[config.mk]
export PLATFORM = sky130hd
export DESIGN_NAME = boot_fetch_buf
export DESIGN_NICKNAME = d
export VERILOG_FILES = /design/src/rtl/boot_fetch_buf.sv
export SDC_FILE = /design/constraint.sdc
export NUM_CORES = 1
export LEC_CHECK = 0
export CORE_MARGIN = 5
export CORE_UTILIZATION = 55
export DETAILED_ROUTE_END_ITERATION = 8
export GPL_TIMING_DRIVEN = 0
export PLACE_DENSITY = 0.88
export RECOVER_POWER = 50
export SYNTH_ARGS = -nofsm -noshare
export SYNTH_HDL_FRONTEND = slang
export SYNTH_SLANG_ARGS = --single-unit
[constraint.sdc]
create_clock -name clk_i -period 5.05 [get_ports clk_i]
set_input_delay 0.7575 -clock clk_i [delete_from_list [all_inputs] [get_ports clk_i]]
set_output_delay 0.7575 -clock clk_i [all_outputs]
set_load 0.005 [all_outputs]
[src/rtl/boot_fetch_buf.sv]
`default_nettype none
// ============================================================================
// Module      : boot_fetch_buf
// Description : Single-line read buffer in front of a boot ROM; misses fill
//               the whole line with one incrementing burst.
// Revision    : 1.0 - initial release
// ============================================================================
module boot_fetch_buf #(
    parameter int unsigned WID  = 64,
    parameter logic [2:0]  BLEN = 3'd3,
    parameter logic [7:0]  TMO  = 8'd255
) (
    input  logic           clk_i,
    input  logic           rst_i,
    input  logic           req_i,
    input  logic [17:0]    radr_i,
    input  logic           inv_i,
    output logic           rdy_o,
    output logic [WID-1:0] dat_o,
    output logic           err_o,
    output logic           cs_o,
    output logic           cyc_o,
    output logic           stb_o,
    output logic [2:0]     cti_o,
    output logic [17:0]    adr_o,
    input  logic           ack_i,
    input  logic [WID-1:0] dat_i
);

    localparam int unsigned c_WORDS = int'(BLEN) + 1;
    localparam int unsigned c_LOG   = $clog2(c_WORDS);
    localparam int unsigned c_IW    = (c_LOG > 0) ? c_LOG : 1;
    localparam int unsigned c_DEPTH = 1 << c_IW;
    localparam int unsigned c_OFF   = 3 + c_LOG;
    localparam int unsigned c_TAGW  = 18 - c_OFF;

    localparam logic [2:0] c_CTI_CLASSIC = 3'b000;
    localparam logic [2:0] c_CTI_INCR    = 3'b010;
    localparam logic [2:0] c_CTI_END     = 3'b111;
    localparam logic [2:0] c_CTI_FIRST   = (BLEN == 3'd0) ? c_CTI_CLASSIC : c_CTI_INCR;

    localparam logic [1:0] IDLE  = 2'd0;
    localparam logic [1:0] FETCH = 2'd1;
    localparam logic [1:0] DONE  = 2'd2;

    logic [1:0]        r_state;
    logic [1:0]        w_state_nxt;
    logic              r_valid;
    logic              r_pend;
    logic [2:0]        r_beat;
    logic [7:0]        r_tmo;
    logic [c_TAGW-1:0] r_tag;
    logic [c_TAGW-1:0] r_ftag;
    logic [WID-1:0]    r_buf [c_DEPTH];
    logic              r_rdy;
    logic [WID-1:0]    r_dat;
    logic              r_err;
    logic              r_bus;
    logic [2:0]        r_cti;
    logic [17:0]       r_adr;

    logic [c_IW-1:0]   w_idx;
    logic [c_TAGW-1:0] w_tag;
    logic              w_hit;
    logic              w_last_ack;
    logic              w_timeout;
    logic              w_unused;

    generate
        if (c_LOG > 0) begin : g_idx
            assign w_idx = radr_i[c_OFF-1:3];
        end else begin : g_idx_single
            assign w_idx = 1'b0;
        end
    endgenerate

    assign w_tag      = radr_i[17:c_OFF];
    assign w_hit      = r_valid && (r_tag == w_tag) && (r_state == IDLE);
    assign w_last_ack = (r_state == FETCH) && ack_i && (r_beat == BLEN);
    assign w_timeout  = (r_state == FETCH) && !ack_i && (r_tmo == TMO - 8'd1);
    assign w_unused   = ^{radr_i[2:0], r_beat};

    always_comb begin
        w_state_nxt = r_state;
        case (r_state)
            IDLE:    if (req_i && !w_hit) w_state_nxt = FETCH;
            FETCH:   if (w_last_ack || w_timeout) w_state_nxt = DONE;
            DONE:    w_state_nxt = IDLE;
            default: w_state_nxt = IDLE;
        endcase
    end

    // Line storage carries no reset; r_valid alone decides whether it is usable.
    always_ff @(posedge clk_i) begin
        if ((r_state == FETCH) && ack_i) begin
            r_buf[r_beat[c_IW-1:0]] <= dat_i;
        end
    end

    always_ff @(posedge clk_i or posedge rst_i) begin
        if (rst_i) begin
            r_state <= IDLE;
            r_valid <= 1'b0;
            r_pend  <= 1'b0;
            r_beat  <= 3'd0;
            r_tmo   <= 8'd0;
            r_tag   <= '0;
            r_ftag  <= '0;
            r_rdy   <= 1'b0;
            r_dat   <= '0;
            r_err   <= 1'b0;
            r_bus   <= 1'b0;
            r_cti   <= c_CTI_CLASSIC;
            r_adr   <= 18'd0;
        end else begin
            r_state <= w_state_nxt;
            r_rdy   <= 1'b0;
            r_err   <= 1'b0;
            case (r_state)
                IDLE: begin
                    if (req_i && w_hit) begin
                        r_rdy <= 1'b1;
                        r_dat <= r_buf[w_idx];
                    end
                    if (inv_i) r_valid <= 1'b0;
                    if (req_i && !w_hit) begin
                        // The old line is overwritten beat by beat, so it stops being valid now.
                        r_valid <= 1'b0;
                        r_ftag  <= w_tag;
                        r_adr   <= {w_tag, {c_OFF{1'b0}}};
                        r_bus   <= 1'b1;
                        r_cti   <= c_CTI_FIRST;
                        r_beat  <= 3'd0;
                        r_tmo   <= 8'd0;
                        r_pend  <= 1'b0;
                    end
                end
                FETCH: begin
                    if (inv_i) r_pend <= 1'b1;
                    if (ack_i) begin
                        r_tmo <= 8'd0;
                        if (r_beat == BLEN) begin
                            r_bus   <= 1'b0;
                            r_cti   <= c_CTI_CLASSIC;
                            r_tag   <= r_ftag;
                            r_valid <= !(r_pend || inv_i);
                            r_beat  <= 3'd0;
                            r_pend  <= 1'b0;
                        end else begin
                            r_beat <= r_beat + 3'd1;
                            r_adr  <= r_adr + 18'd8;
                            r_cti  <= ((r_beat + 3'd1) == BLEN) ? c_CTI_END : c_CTI_INCR;
                        end
                    end else if (w_timeout) begin
                        r_bus   <= 1'b0;
                        r_cti   <= c_CTI_CLASSIC;
                        r_valid <= 1'b0;
                        r_err   <= 1'b1;
                        r_beat  <= 3'd0;
                        r_tmo   <= 8'd0;
                        r_pend  <= 1'b0;
                    end else begin
                        r_tmo <= r_tmo + 8'd1;
                    end
                end
                DONE: begin
                    if (inv_i) r_valid <= 1'b0;
                end
                default: begin
                    r_bus <= 1'b0;
                end
            endcase
        end
    end

    assign rdy_o = r_rdy;
    assign dat_o = r_dat;
    assign err_o = r_err;
    assign cs_o  = r_bus;
    assign cyc_o = r_bus;
    assign stb_o = r_bus;
    assign cti_o = r_cti;
    assign adr_o = r_adr;

endmodule
`default_nettype wire

==> Word level (Yosys, flattened, before mapping) <==
Memory sizes are Yosys's and may differ from the RTL's. A register that Yosys moved wholly into a read port is not among the register bits.
Index checks and enable logic that the tools add are counted.
{ "totals": {"reg_bits": 65, "ramBits": 256, "input_bits": 87, "output_inout_bits": 90, "wordCells": 98, "mem_count": 1} }
{ "classes": {"n_addsub": 3, "eq_ne": 12, "n_mux": 44, "bitwise": 1, "reduce_logical": 25} }
{ "mem_list": {"columns": ["memory", "words", "width", "read_ports", "rd_clocked_by_memory_dff", "wr", "line_no", "rtl"], "rows": [
  ["r_buf", 4, 64, 1, 1, 1, "54", "logic [WID-1:0] r_buf [c_DEPTH];"]
]} }
{ "ops": {"columns": ["cell", "n"], "rows": [
  ["18-bit two-way mux", 3],
  ["18-bit one-hot mux with 2 select lines", 1],
  ["3-bit two-way mux", 8],
  ["8-bit two-way mux", 3],
  ["1-bit two-way mux", 20],
  ["18-bit by 4-bit adder with 18-bit output (second input constant)", 1],
  ["8-bit one-hot mux with 2 select lines", 1],
  ["13-bit == test", 1],
  ["3-bit one-hot mux with 2 select lines", 2],
  ["3-bit AND reduction", 3],
  ["8-bit by 1-bit adder with 8-bit output (second input constant)", 1],
  ["8-bit == test (second input constant)", 1],
  ["1-bit logical AND", 8],
  ["2-bit AND reduction", 4],
  ["4-bit AND reduction", 2],
  ["3-bit by 2-bit == test with 1-bit output (second input constant)", 2],
  ["2-bit != test (second input constant)", 3],
  ["1-bit one-hot mux with 3 select lines", 2],
  ["2-bit two-way mux", 2],
  ["2-bit one-hot mux with 2 select lines", 1],
  ["3-bit by 1-bit adder with 3-bit output (second input constant)", 1],
  ["1-bit zero test", 3],
  ["3-bit by 2-bit != test with 1-bit output (second input constant)", 1],
  ["3-bit != test (second input constant)", 1],
  ["other kinds (9)", 10]
]} }

==> Depth between registers and ports, before layout <==
Gate-level depths: netlist (run 1).
{ "logic_depth": {"word_depth": 7, "depth_mapped": 9, "depth_no_buf": 7} }

==> Least setup slack after synthesis (run 1) <==
OpenSTA, ideal clock, no wires.
{ "synth_path": {"path_type": "reg-to-reg", "startpoint": "reg r_state[1]", "endpoint": "mem r_buf[0][0], enable pin", "arrival_time_ns": 2.887, "path_slack_ns": 1.734, "path_stages_with_launch": 7, "path_cell_list": "dfrtp_1 > inv_1 > ha_1 > buf_2 > clkbuf_1 > buf_1 > and3_1"} }
{ "synth_via": {"elab_chain_len": 4} }
{ "synth_lines": {"columns": ["element", "line_no", "rtl"], "rows": [
  ["from (decl)", "46", "logic [1:0] r_state;"],
  ["from (signal assigned)", "116", "r_state <= w_state_nxt;"],
  ["2-bit by 1-bit == test with 1-bit output", "95", "if ((r_state == FETCH) && ack_i) begin"],
  ["1-bit logical AND", "95", null],
  ["1-bit two-way mux", "95", null],
  ["1-bit two-way mux (not written as such)", "96", "r_buf[r_beat[c_IW-1:0]] <= dat_i;"],
  ["to (decl)", "54", null]
]} }
No other way between the ends.

==> Worst setup path after layout (run 1) <==
{ "layout_path": {"startpoint": "reg r_state[1]", "endpoint": "mem r_buf[2][21], enable pin"} }
Same word-level chain as after synthesis.

==> results of run 1 <==
-- synth_stat cells (2+ instances only) --
library cell    n
edfxtp_1      256
and4_1          4
buf_1           2
nor3_1          3
nand3_1        12
nor3b_1         2
nand2_1         6
mux4_2         64
nand4_2         2
clkbuf_1       20
buf_6           6
a41oi_1         4
inv_1          12
a21o_1          2
a2bb2oi_1       5
and2_1          2
xnor2_1        13
dfrtp_1       125
a31oi_1        10
nand4_1         5
o22ai_1         3
mux2_2         42
a22o_1          3
o22a_1          8
nand2b_1        3
buf_4           9
and3_1         11
o41ai_1         2
a21oi_1        23
mux2_4         49
o31ai_1         8
o21ai_0        11
a32o_1          3
nor2b_1         3
buf_2           7
nor2_1         22
ha_1           15
-- critical path, delay by kind of cell, from the launching register on --
family,cells,cell delay [ps]
fa+ha+maj,1,150
buf+inv,5,1580
flops,1,420
simple gates,1,650
-- worst max path at each step --
stage / from / to / cells after the start
after floorplan: rst_i / adr_o[10] / 1
after global placement: rst_i / dat_o[44] / 2
after detailed placement: radr_i[14] / dat_o[30] / 8
after CTS: r_state[1] / r_buf[2][10] / 7
after global routing: r_state[1] / r_buf[2][10] / 7
final: r_state[1] / r_buf[2][21] / 7
-- power groups by stage --
stage	registers (mW)	clock network, mW	logic [mW]
after CTS	3.82	3.00	1.29
after global placement	3.87	0	1.22
after detailed placement	3.88	0	1.28
final	3.82	2.95	1.28
after floorplan	3.84	0	0.792
after global routing	3.85	3.14	1.38
-- sequential cells by signal (all words and copies together) (netlist names) --
name	cells
r_tag	13
r_pend	1
dat_o	64
r_valid	1
r_beat	3
r_buf	256
r_state	2
err_o	1
r_tmo	8
cs_o	1
r_ftag	13
cti_o	2
adr_o	15
rdy_o	1
-- per-stage QoR --
stage	hold slack, ps	setup TNS, ps	power, mW	cell area (um2)
after floorplan	454.2	0	4.632	15170
after global placement	467.0	-166730	5.096	17260
after global routing	514.5	0	8.372	18750
after detailed placement	475.4	0	5.157	17400
final	485.6	0	8.047	18750
after CTS	491.0	0	8.107	18750
-- area by class of cell --
type	instances	area [um2]	share of cell area, %
Tap cell	341	426.7	2.275
Clock inverter	20	234.0	1.248
Clock buffer	52	1107	5.905
Inverter	12	46.29	0.2469
Timing Repair Buffer	172	1787	9.528
Sequential cell	381	10820	57.67
Multi-Input combinational cell	355	4073	21.72
Buffer	44	251.5	1.341
Antenna cell	5	12.51	0.06672
-- cells by family (layout without fill, tap and decap cells) --
logic type                 count (synthesis)  in the layout  share of synthesized area (%)
buffers and inverters                     56            300                          1.964
xor gates and xnor gates                  13             13                         0.7511
other                                      1              8                        0.02474
DFF                                      381            381                          71.35
and+or+nand+nor                           81             81                          3.104
AOI/OAI and AO/OA                         87             87                          4.020
adders and majority gates                 15             15                          1.238
muxes                                    156            156                          17.55
-- layer usage --
metal  wire length, um  vias up
met4               614        6
met3              1914       52
met5                41        -
met1             12850     4159
met2             15790      280
li1                  -     3564
==> results_dict.tcl, run 1 <==
set metrics [dict create \
    status "finished, violations left" \
    violations "capacitance limit, slew limit" \
    cts_buffers 39 \
    vias_per_cell 5.833 \
    power.leakage_nw 7.249 \
    final_cells 1382 \
    skew_ps 14.91 \
    async_flop_share_pct 32.81 \
    synth.distinct_cells 50 \
    start_util_pct 56.09 \
    cts_resized 0 \
    relSlewSlack_pct -73.59 \
    fin_nets 1107 \
    clk_path_buf_depth 3 \
    cts_setup_buffers 0 \
    gr-usage-met1_pct 26.89 \
    io_pins 177 \
    r2r-end "r_buf[2][21]" \
    start_kind "flop" \
    die_w_um 176.0 \
    endpoint_kind "flop" \
    synth_area_um2 15160 \
    grt_pass1_wl_mm 49.09 \
    max-cap-violations 1 \
    syn2layout_area_growth_pct 23.71 \
    syn-instance-count 790 \
    yosysWarningCount 0 \
    root_buffer "clkbuf_16" \
    syn_avg_cell_area_um2 19.19 \
    grtUsageTotal_pct 20.33 \
    synth_area_leader_cell "edfxtp_1" \
    r2r_start "r_state[1]" \
    p_sw_mw 2.000 \
    core_area_um2 27030 \
    finalCriticalPeriod_ps 3168 \
    grt_use_met3_pct 4.668 \
    port_buffers 167 \
    vias 8061 \
    power_frac_seq_pct 47.5 \
    crit_chain "inv_1, ha_1, clkbuf_1, clkbuf_1, buf_1, and3_4, buf_12" \
    crit_type "flop to flop" \
    worstHoldStart "cti_o[1]" \
    post_cts_hold_buffer_count 0 \
    place_ws_ps 1689 \
    grt_antenna_before_repair 8 \
    netSwitchingFraction_pct 24.86 \
    reg2reg_slack_ps 1880 \
    drt-total-wl_mm 31.22 \
    worst_path_largest_cell_delay_ps 650 \
    rows 60 \
    max_freq_mhz 315.7 \
    crit_top_cell "clkbuf_1" \
    ys_seq_area_share_pct 71.35 \
    power_frac_clock_pct 36.6 \
    drc 0 \
    mostFrequentLayoutCell "edfxtp_1" \
    gr-total-overflow 0 \
    gp_congestion 0.8901 \
    netlist.area_leader.share_pct 50.71 \
    rsz0062_at_grt "false" \
    cp_max_fo 33 \
    dieHeight_um 176.0 \
    grt_util_met2_pct 34.77 \
    htree_levels 2 \
    worstPathArrival_ps 3360 \
    hold_viol 0 \
    holdCritPathClass "flop to flop" \
    ir_drop_mv 0.3831 \
    worst_ep_required_time_ps 5250 \
    ys_seq_elements 381 \
    drtIter0Drc 671 \
    tritoncts "yes" \
    drt_first_pass_iters 8 \
    drv_slew 55 \
    synthTopCellsByArea "edfxtp_1, dfrtp_1, mux4_2" \
    grt_max_degree 72 \
    place_inst 1305 \
    period_share_pct 62.73 \
    synth_enable_flop_cells 256 \
    whs_endpoint "cti_o[1]" \
    cp_slowest_cell "and3_4" \
    final_cell_mix "edfxtp_1, dfrtp_1, dlygate4sd3_1" \
    post_drt_wl_per_cell_um 22.59 \
    clk_pin_slew_ps 70 \
    cellPowerDensity_nw_per_um2 429.1 \
    synthFlopType "edfxtp_1" \
    ant_nets 0 \
    worst_slack_ps 1882 \
    post-route-util_pct 69.39 \
    clkLatencyLatePin_ps 520 \
    p_int_mw 6.047 \
    worstMarginPinSlew_ps 2590 \
    hold_path_depth 1 \
    clkSinkCount 381 \
    r2r_cells 7 \
    grt_pass1_vias 8695 \
    setup_viol 0 \
    dieArea_um2 30980 \
    layout-drive-gt1-share_pct 24.13 \
    post-dp-hpwl_mm 20.33 \
    p_comb_share_pct 15.9 \
    fillers 1722 \
    top_usage_layer "met2" \
]
Note: power is estimated with default switching activity, not from simulation.
==> inputs of run 2 (changes only) <==
==> constraint.sdc (replaced) <==
create_clock -name clk_i -period 3.19 [get_ports clk_i]
set_input_delay 0.4785 -clock clk_i [delete_from_list [all_inputs] [get_ports clk_i]]
set_output_delay 0.4785 -clock clk_i [all_outputs]
set_load 0.005 [all_outputs]
==> run 2 against run 1 <==
Effect of this change: the flow now finishes without violations; non-clock buffer count increased by 2; combinational power is 60% higher; clock skew rose by 5.9 ps; die area unchanged; sequential share of layout area up 0.23 points; utilization decreased by 0.27 points; design area down 0.39%; register-to-register slack worse by 1600 ps; final cell count down 0.14%; fmax increased by 7.2%; first-iteration DRC count fell by 2.4%; hold slack better by 3.6 ps; critical endpoint is now r_buf[2][23]; highest routed layer unchanged.
==> results_dict.tcl, run 2 (synthesis results as in run 1) <==
set metrics [dict create \
    root_buffer "clkbuf_16" \
    fin_nets 1109 \
    grt_pass1_wl_mm 50.00 \
    place_ws_ps 177.9 \
    power_mw 12.49 \
    hold_viol 0 \
    place_inst 1307 \
    dieArea_um2 30980 \
    worst_slack_ps 234.7 \
    cellPowerDensity_nw_per_um2 668.4 \
    vias 8181 \
    io_pins 177 \
    period_share_pct 92.64 \
    ant_nets 0 \
    mostFrequentLayoutCell "edfxtp_1" \
    post_drt_wl_per_cell_um 23.02 \
    clk_path_buf_depth 3 \
    cts_buffers 39 \
    clkLatencyLatePin_ps 520 \
    finalCriticalPeriod_ps 2955 \
    holdCritPathClass "flop to flop" \
    final_cells 1380 \
    cts_resized 0 \
    setup_viol 0 \
    drtIter0Drc 655 \
    die_w_um 176.0 \
    drt-total-wl_mm 31.77 \
    syn2layout_area_growth_pct 23.23 \
    post-dp-hpwl_mm 20.51 \
    grt_pass1_vias 8804 \
    post_cts_hold_buffer_count 0 \
    grt_max_degree 49 \
    port_buffers 167 \
    rows 60 \
    clk_pin_slew_ps 60 \
    start_util_pct 56.09 \
    gr-total-overflow 0 \
    vias_per_cell 5.928 \
    cts_setup_buffers 0 \
    grt_antenna_before_repair 5 \
    power.leakage_nw 7.222 \
    relSlewSlack_pct 10.69 \
    placed_cell_area_um2 17460 \
    start_kind "flop" \
    largest_reg_flops 256 \
    dieHeight_um 176.0 \
    cp_max_fo 40 \
    endpoint_kind "flop" \
    final_cell_mix "edfxtp_1, dfrtp_1, dlygate4sd3_1" \
    clkSinkCount 381 \
    drv_slew 0 \
    htree_levels 2 \
    crit_type "flop to flop" \
    tritoncts "yes" \
    skew_ps 20.83 \
    status "finished, final reports clean" \
    core_area_um2 27030 \
    max-cap-violations 0 \
    worstMarginPinSlew_ps 1332 \
    gp_congestion 0.8945 \
    max_freq_mhz 338.4 \
    fin_tns_setup_ps 0 \
    ir_drop_mv 0.5948 \
    drt_first_pass_iters 5 \
    worst_ep_required_time_ps 3380 \
    drc 0 \
    worstPathArrival_ps 3150 \
    rsz0062_at_grt "false" \
    layout-drive-gt1-share_pct 23.92 \
    design_area_um2 18680 \
    grtUsageTotal_pct 20.87 \
]
-- run 2: cell types whose count changed in the layout (fill, tap and decap cells not counted), moves of 2 or more --
| cell | before | now |
|---|---|---|
| buf_12 | 3 | 1 |
| buf_16 | 2 | 4 |
| bufinv_16 | 5 | 3 |
| clkbuf_1 | 28 | 37 |
| clkbuf_2 | 0 | 2 |
| clkbuf_8 | 4 | 2 |
| clkinv_1 | 7 | 1 |
| clkinv_2 | 6 | 3 |
| diode_2 | 5 | 2 |
-- run 2: power breakdown --
group,switching (mW),internal (mW),total [mW]
Clock,1.77,2.62,4.39
Combinational,1.09,0.959,2.05
Sequential,0.272,5.77,6.05
-- run 2: per-layer routing --
metal  wire length (um)  global-route usage [%]
met1              12540                   27.35
met2              16350                   35.93
met3               2161                   4.754
met4                683                   5.231
met5                 34                       0
-- run 2: path summary, 6_finish.rpt --
check / startpoint / end / slack, ps / cells after the start
worst max-delay path: r_state[1] / r_buf[2][23] / 230 / 7
worst min-delay path: cti_o[1] / cti_o[1] / 490 / 1
worst max register to register: r_state[1] / r_buf[2][23] / 230 / 7
worst min register to register: cti_o[1] / cti_o[1] / 490 / 1
max in group asynchronous: rst_i / dat_o[19] / 810 / 4
min in group asynchronous: rst_i / dat_o[59] / 720 / 2
-- run 2: worst max-delay path: stages, from the launching register on --
cell	delay (ps)
dfrtp_1	410
inv_1	120
ha_1	150
buf_2	190
clkbuf_1	380
buf_1	430
and3_4	600
buf_16	300
-- run 2: through the flow --
stage,utilization [%],hold slack [ps]
after floorplan,-,454.2
after global placement,63.91,463.8
after detailed placement,64.60,485.9
after CTS,69.22,446.2
after global routing,69.11,506.3
final,69.12,489.1
-- run 2: layout make-up --
cell class,count,area (um2)
Tap cell,341,426.7
Multi-Input combinational cell,355,4073
Buffer,44,252.7
Antenna cell,2,5.005
Sequential cell,381,10820
Inverter,12,46.29
Fill cell,1735,8347
Clock inverter,12,156.4
Timing Repair Buffer,174,1812
Clock buffer,59,1092
